==> config.mk <==
export PLATFORM = sky130hd
export DESIGN_NAME = zion_clr_skid_buffer
export DESIGN_NICKNAME = d
export VERILOG_FILES = /design/src/rtl/zion_skid_pkg.sv /design/src/rtl/zion_clr_en_reg.sv /design/src/rtl/zion_clr_skid_buffer.sv
export SDC_FILE = /design/constraint.sdc
export NUM_CORES = 1
export LEC_CHECK = 0
export CAP_MARGIN = 20
export CORE_MARGIN = 2
export CORE_UTILIZATION = 39
export DETAILED_ROUTE_END_ITERATION = 10
export PLACE_DENSITY = 0.78
export SLEW_MARGIN = 30
export SYNTH_ARGS = -nofsm -noshare
export SYNTH_HDL_FRONTEND = slang
export SYNTH_SLANG_ARGS = --single-unit
==> constraint.sdc <==
create_clock -name clk -period 1.43 [get_ports clk]
set_input_delay 0.286 -clock clk [delete_from_list [all_inputs] [get_ports clk]]
set_output_delay 0.286 -clock clk [all_outputs]
set_load 0.02 [all_outputs]
==> src/rtl/zion_skid_pkg.sv <==
// Shared types for the clearable two-entry skid buffer.
package zion_skid_pkg;

   localparam int unsigned CNT_W = 2;

   // Occupancy state; the encoding doubles as the entry count.
   typedef enum logic [CNT_W-1:0] {
      EMPTY = 2'd0,
      BUSY  = 2'd1,
      FULL  = 2'd2
   } state_t;

endpackage

==> src/rtl/zion_clr_en_reg.sv <==
// Data register with load enable and synchronous clear to INI_DATA.
module zion_clr_en_reg #(
   parameter int unsigned      WIDTH    = 32,
   parameter logic [WIDTH-1:0] INI_DATA = '0
) (
   input  logic             clk,
   input  logic             rst,
   input  logic             iEn,
   input  logic             iClr,
   input  logic [WIDTH-1:0] iDat,
   output logic [WIDTH-1:0] oDat
);

   logic [WIDTH-1:0] dat_d;
   logic [WIDTH-1:0] dat_q;

   // Clear wins over load; iDat only sampled when loading.
   always_comb begin
      dat_d = dat_q;
      if (iClr) begin
         dat_d = INI_DATA;
      end else if (iEn) begin
         dat_d = iDat;
      end
   end

   // Storage with synchronous active-low reset.
   always_ff @(posedge clk) begin
      if (!rst) begin
         dat_q <= INI_DATA;
      end else begin
         dat_q <= dat_d;
      end
   end

   assign oDat = dat_q;

endmodule

==> src/rtl/zion_clr_skid_buffer.sv <==
// Two-entry valid/ready register slice with synchronous clear; all outputs registered.
module zion_clr_skid_buffer
   import zion_skid_pkg::*;
#(
   parameter int unsigned      WIDTH    = 32,
   parameter logic [WIDTH-1:0] INI_DATA = '0
) (
   input  logic             clk,
   input  logic             rst,
   input  logic             iClr,
   input  logic             iVld,
   output logic             oRdy,
   input  logic [WIDTH-1:0] iDat,
   output logic             oVld,
   input  logic             iRdy,
   output logic [WIDTH-1:0] oDat,
   output logic [CNT_W-1:0] oCnt
);

   state_t state_d;
   state_t state_q;
   logic   vld_d;
   logic   vld_q;
   logic   rdy_d;
   logic   rdy_q;

   logic   in_xfer;
   logic   out_xfer;
   logic   main_en;
   logic   skid_en;
   logic   main_from_skid;

   logic [WIDTH-1:0] main_din;
   logic [WIDTH-1:0] main_q;
   logic [WIDTH-1:0] skid_q;

   // Handshakes are qualified by the registered ready/valid only.
   assign in_xfer  = iVld & rdy_q;
   assign out_xfer = vld_q & iRdy;

   // State and handshake-flag registers.
   always_ff @(posedge clk) begin
      if (!rst) begin
         state_q <= EMPTY;
         vld_q   <= 1'b0;
         rdy_q   <= 1'b0;
      end else begin
         state_q <= state_d;
         vld_q   <= vld_d;
         rdy_q   <= rdy_d;
      end
   end

   // Next-state: occupancy tracking, clear flushes to EMPTY.
   always_comb begin
      state_d = state_q;
      if (iClr) begin
         state_d = EMPTY;
      end else begin
         case (state_q)
            EMPTY: if (in_xfer) state_d = BUSY;
            BUSY: begin
               if (in_xfer && !out_xfer) begin
                  state_d = FULL;
               end else if (!in_xfer && out_xfer) begin
                  state_d = EMPTY;
               end
            end
            FULL: if (out_xfer) state_d = BUSY;
            default: state_d = EMPTY;
         endcase
      end
   end

   // Outputs: next-cycle flags and datapath load controls.
   always_comb begin
      vld_d          = (state_d != EMPTY);
      rdy_d          = (state_d != FULL);
      main_en        = 1'b0;
      skid_en        = 1'b0;
      main_from_skid = 1'b0;
      case (state_q)
         EMPTY: main_en = in_xfer;
         BUSY: begin
            main_en = in_xfer & out_xfer;
            skid_en = in_xfer & ~out_xfer;
         end
         FULL: begin
            main_en        = out_xfer;
            main_from_skid = 1'b1;
         end
         default: ;
      endcase
   end

   // On drain from FULL the skid entry moves up to the head.
   assign main_din = main_from_skid ? skid_q : iDat;

   zion_clr_en_reg #(
      .WIDTH    (WIDTH),
      .INI_DATA (INI_DATA)
   ) u_main (
      .clk  (clk),
      .rst  (rst),
      .iEn  (main_en),
      .iClr (iClr),
      .iDat (main_din),
      .oDat (main_q)
   );

   zion_clr_en_reg #(
      .WIDTH    (WIDTH),
      .INI_DATA (INI_DATA)
   ) u_skid (
      .clk  (clk),
      .rst  (rst),
      .iEn  (skid_en),
      .iClr (iClr),
      .iDat (iDat),
      .oDat (skid_q)
   );

   assign oVld = vld_q;
   assign oRdy = rdy_q;
   assign oDat = main_q;
   assign oCnt = CNT_W'(state_q);

endmodule

Yosys cells after proc, flatten, opt, wreduce, memory -nomap -nowiden
Cells that the tools add are included.
{ "classes": {"add_sub_neg": 0, "multipliers": 0, "div": 0, "magnitude_cmp": 0, "eq_ne": 3, "n_shift": 0, "muxes": 10, "bitwise_logic": 6, "reduce_logical": 7} }
{ "op_table": {"columns": ["op", "count"], "rows": [
  ["$mux W32", 1],
  ["$mux W2", 5],
  ["$pmux W2 S3", 1],
  ["$and A1 B1 Y1", 4],
  ["$pmux W1 S3", 1],
  ["$eq A2 B1 Y1 const B", 1],
  ["$eq A2 B2 Y1 const B", 1],
  ["$logic_and A1 B1 Y1", 2],
  ["$logic_not A1 Y1", 2],
  ["$logic_not A2 Y1", 1],
  ["$mux W1", 2],
  ["$ne A2 B2 Y1 const B", 1],
  ["$not A1 Y1", 2],
  ["$reduce_bool A2 Y1", 1],
  ["$reduce_or A2 Y1", 1]
]} }
{ "word_totals": {"register_bits": 68, "latch_bits": 0, "mem_bits_rw": 0, "rom_bits": 0, "in_bits": 37, "elab_cells": 31, "memories": 0} }

Depth between registers and ports, before layout
{ "logic_depth": {"depth_word": 8, "mapped_depth": 6} }

Modules after synthesis
From an unflattened synthesis, not the netlist that was laid out.
{ "unflattened": {"hier_cells": 265, "hier_area_um2": 3083.0} }
{ "by_module_without_submodules": {"columns": ["module", "n_inst", "cells_per_inst", "area_per_inst_um2"], "rows": [
  ["zion_clr_en_reg", 2, 104, 1173.6],
  ["zion_clr_skid_buffer", 1, 57, 735.7]
]} }

Worst setup path before layout
Ideal clock, no wire load.
{ "synth_path": {"path_kind": "flip-flop to flip-flop", "start": "reg state_q[0] (netlist: oCnt[0])", "end": "reg u_main.dat_q[28] (netlist: u_main.oDat[28])", "setup_ns": 0.141, "arrival_ns": 1.513, "slack_ns": -0.224, "path_stages_with_launch": 6, "period_less_slack_ns": 1.654, "cell_sequence": "dfxtp_1 > and4b_1 > buf_2 > clkbuf_1 > a2111oi_0 > a211oi_2"} }
{ "synth_via": {"elab_chain_len": 3} }
{ "synth_lines": {"columns": ["element", "line", "text"], "rows": [
  ["start: declaration", "zion_clr_skid_buffer.sv:21", "state_t state_q;"],
  ["start signal: assignment", "zion_clr_skid_buffer.sv:48", "state_q <= state_d;"],
  ["$eq A2 B2 Y1", "zion_clr_skid_buffer.sv:82", "case (state_q)"],
  ["$mux W1", "zion_clr_skid_buffer.sv:82", null],
  ["$mux W32", "zion_clr_skid_buffer.sv:97", "assign main_din = main_from_skid ? skid_q : iDat;"],
  ["end signal: assignment", "zion_clr_en_reg.sv:32", "dat_q <= dat_d;"],
  ["end: declaration", "zion_clr_en_reg.sv:15", "logic [WIDTH-1:0] dat_q;"]
]} }
Several ways; a longest one is shown, not always the timed one.
A chain may end at the register's enable or synchronous reset.

Worst setup path after layout
{ "layout_path": {"start": "reg state_q[1] (netlist: oCnt[1])", "end": "reg u_main.dat_q[26] (netlist: u_main.oDat[26])"} }
The elaborated chain is that of the path after synthesis.

==> out/results.tsv <==
metric	value	unit
Max Fclk	0.655	GHz
Post-Synth Simple-Gate Area	0.0745	
synthesized flop and latch total	68	
WL met1	4340	um
Pre-antenna DRT Iters	5	
Num CTS Buffers	9	
Die Ht	92.3	um
Avg Inst Size Synth	9.48	um^2
RSZ-0062 raised after global routing	yes	
# hold bufs at CTS	0	
critical path data arrival time	1.78	ns
CP cell instances	and3b_4, buf_6, a211o_4, a211oi_2	
final instance area	4920	um^2
first-pass GRT wire length	15200	um
Final ANT Viol Nets	0	
buffers and inverters on the worst path	1	
post-synthesis cell count	321	
PnR Total Power	4500	uW
most common cell after layout, fill and taps aside	dfxtp_1	
clock skew	0.00826	ns
min cycle time layout	1.53	ns
synthesized area	3040	um^2
Slew Limit Fails	0	
Layout area overhead	61.7	%
commonest cells after routing, fill and taps aside	dfxtp_1, clkdlybuf4s50_1, dlygate4sd2_1, mux2i_1, nand3_1	
routed vias	3061	
Die Area	8520	um^2
total global routing track utilization	0.230	
final HPWL from detailed placement	5830	um
die width	92.3	um
Hold Crit Depth	2	
htree depth	3	
clock group share of total power	0.388	
WP data required	1.69	ns
Port-buffer cells	72	
CP max FO	8	
main combinational cell family by area after synthesis	compound AO/OA/AOI/OAI gates	
critical path's largest stage delay	0.42	ns
failing checks	negative setup slack	
worst hold path type	reg -> reg	
synthesized net count	358	
Pint	3320	uW
R2R Path Start	oCnt[1]	
worst skew pair latency	0.35	ns
reg2reg end	u_main.oDat[26]	
maximum capacitance violations	0	
Final Hold Fails	0	
drt total wl	10200	um
CTS tree	yes	
Max VDD drop	0.593	mV
relative max-transition margin	0.749	
initial cell density of the core	0.398	
Placed Area	4170	um^2
Setup Crit Path Kind	reg -> reg	
Row Count	32	
CTS Buffer Depth	2	
via count of the first global-routing pass	2879	
Ys Warns	0	
Placer Congestion	0.796	
setup ws final	-0.0956	ns
share of layout cells above drive strength 1	0.310	
count of cell types in the netlist	27	
antenna cells	0	
worst hold margin	0.471	ns
status	finished with violations	
GR Overflow Total	0	
CTS root buf	clkbuf_8	
Place WS	-0.571	ns
met2 wire len	5070	um
vias per cell	6.01	
post-synthesis adder-cell area fraction	0	
DRC viols	0	
Top Layer Used	met4	
worst r2r path cells	4	
initial antenna violation count	0	
Clock Sinks	68	
Iteration-0 DRC Markers	172	
Sw Ratio	0.262	
post-synthesis compound-gate area fraction	0.304	
Post-Synth XOR/XNOR Area	0	
period utilization	1.07	
Tightest Pin Transition	0.376	ns
Top Family by Delay on Critical Path	compound AO/OA/AOI/OAI gates	
post-synthesis sequential area ratio	0.448	
final setup TNS	-0.629	ns
Switch Pwr	1180	uW
largest net degree at the start of global routing	33	
critical path's slowest cell	a211o_4	
CP startpoint kind	flop	
Hold Path Origin	u_skid.oDat[0]	
# IOs	73	
average wire per standard cell	20.0	um
hold endpoint	u_skid.oDat[0]	
r2r setup slk	-0.1	ns
clk slew on worst S/H paths	0.07	ns
core box area	7650	um^2
Flop pwr share	0.438	
Cell Pwr Density	915	nW/um^2
post-synthesis mux area share	0.109	
critical path endpoint category	flop	
Gate power share	0.174	
routed length on met3	517	um
nets	439	
final setup fails	18	
leakage power	0.00197	uW
cell type report:
| cell class | count | area (um^2) |
|---|---|---|
| flip-flops and latches | 68 | 1370 |
| clock buffers | 12 | 176 |
| multi-input cells | 214 | 2040 |
| well taps | 102 | 128 |
| repair buffers | 109 | 1150 |
| fillers | 587 | 2730 |
| clock inverters | 4 | 53.8 |
state kept, by name, summed over array words and instances, names as in the netlist:
signal,cells
u_main.oDat,32
oCnt,2
oVld,1
oRdy,1
u_skid.oDat,32
layer usage:
metal / vias to the layer above / track usage
li1: 1421 / -
met3: 24 / 0.0570
met2: 111 / 0.371
met4: 0 / 0.0808
met1: 1505 / 0.301
met5: - / 0
through the flow:
step           cells   util
3_5_place_dp     486  0.545
2_1_floorplan    321      -
4_1_cts          508  0.607
5_1_grt          509  0.643
3_3_place_gp     486  0.545
6_report         509  0.643
cells in the mapped netlist:
library cell | n | area (um^2)
a2111oi_0 | 32 | 280
a211o_4 | 1 | 17.5
a211oi_1 | 31 | 233
a211oi_2 | 1 | 12.5
a21bo_2 | 1 | 10.0
a21boi_0 | 1 | 7.51
a21boi_1 | 1 | 7.51
a21o_1 | 1 | 7.51
a21oi_1 | 33 | 165
and2_1 | 1 | 6.26
and3b_1 | 1 | 8.76
and4b_1 | 1 | 10.0
and4bb_2 | 1 | 12.5
buf_2 | 9 | 45.0
buf_6 | 4 | 45.0
clkbuf_1 | 29 | 109
dfxtp_1 | 68 | 1360
mux2i_1 | 33 | 330
nand2_1 | 1 | 3.75
nand2b_1 | 2 | 12.5
nand3_1 | 32 | 160
nand3b_1 | 1 | 7.51
nor3_1 | 1 | 5.00
o21ai_0 | 32 | 160
o21bai_1 | 1 | 7.51
o31a_1 | 1 | 8.76
o31ai_1 | 1 | 7.51
worst max-delay path by stage:
stage,startpoint,end,slack (ns),depth (start not counted)
finish,oCnt[1],u_main.oDat[26],-0.1,4
detailed placement,iRdy,u_main.oDat[9],-0.57,5
global route,oCnt[1],u_main.oDat[26],-0.09,4
global placement,iVld,u_main.oDat[4],-0.43,5
CTS,oCnt[1],u_main.oDat[22],-0.07,4
floorplan,oCnt[1],u_main.oDat[0],-0.03,5
cell families (layout without fill, tap and decap cells):
group,Yosys count,after routing
AOI/OAI and AO/OA,137,140
buffers and inverters,42,125
DFF,68,68
muxes,33,33
and+or+nand+nor,41,41
tightest hold or removal path, cell delays in order (launching register included):
cell and delay, ns:
dfxtp_1 0.31, o21ai_0 0.06, a21oi_1 0.06
repair_timing:
action	4_1_cts	5_1_grt
endpoints found under the hold margin	0	0
pin swaps	4	5
endpoints found under the setup margin	70	46
gates resized for setup	91	47
buffers inserted	3	0
gates cloned	3	1
power by group through the flow:
stage	Combinational [uW]	Sequential (uW)	Clock, uW
floorplan	259	2040	0
CTS	694	1960	1770
finish	784	1970	1740
global placement	614	2000	0
global route	827	1970	1860
detailed placement	627	2000	0
(Power assumes the default switching activity.)
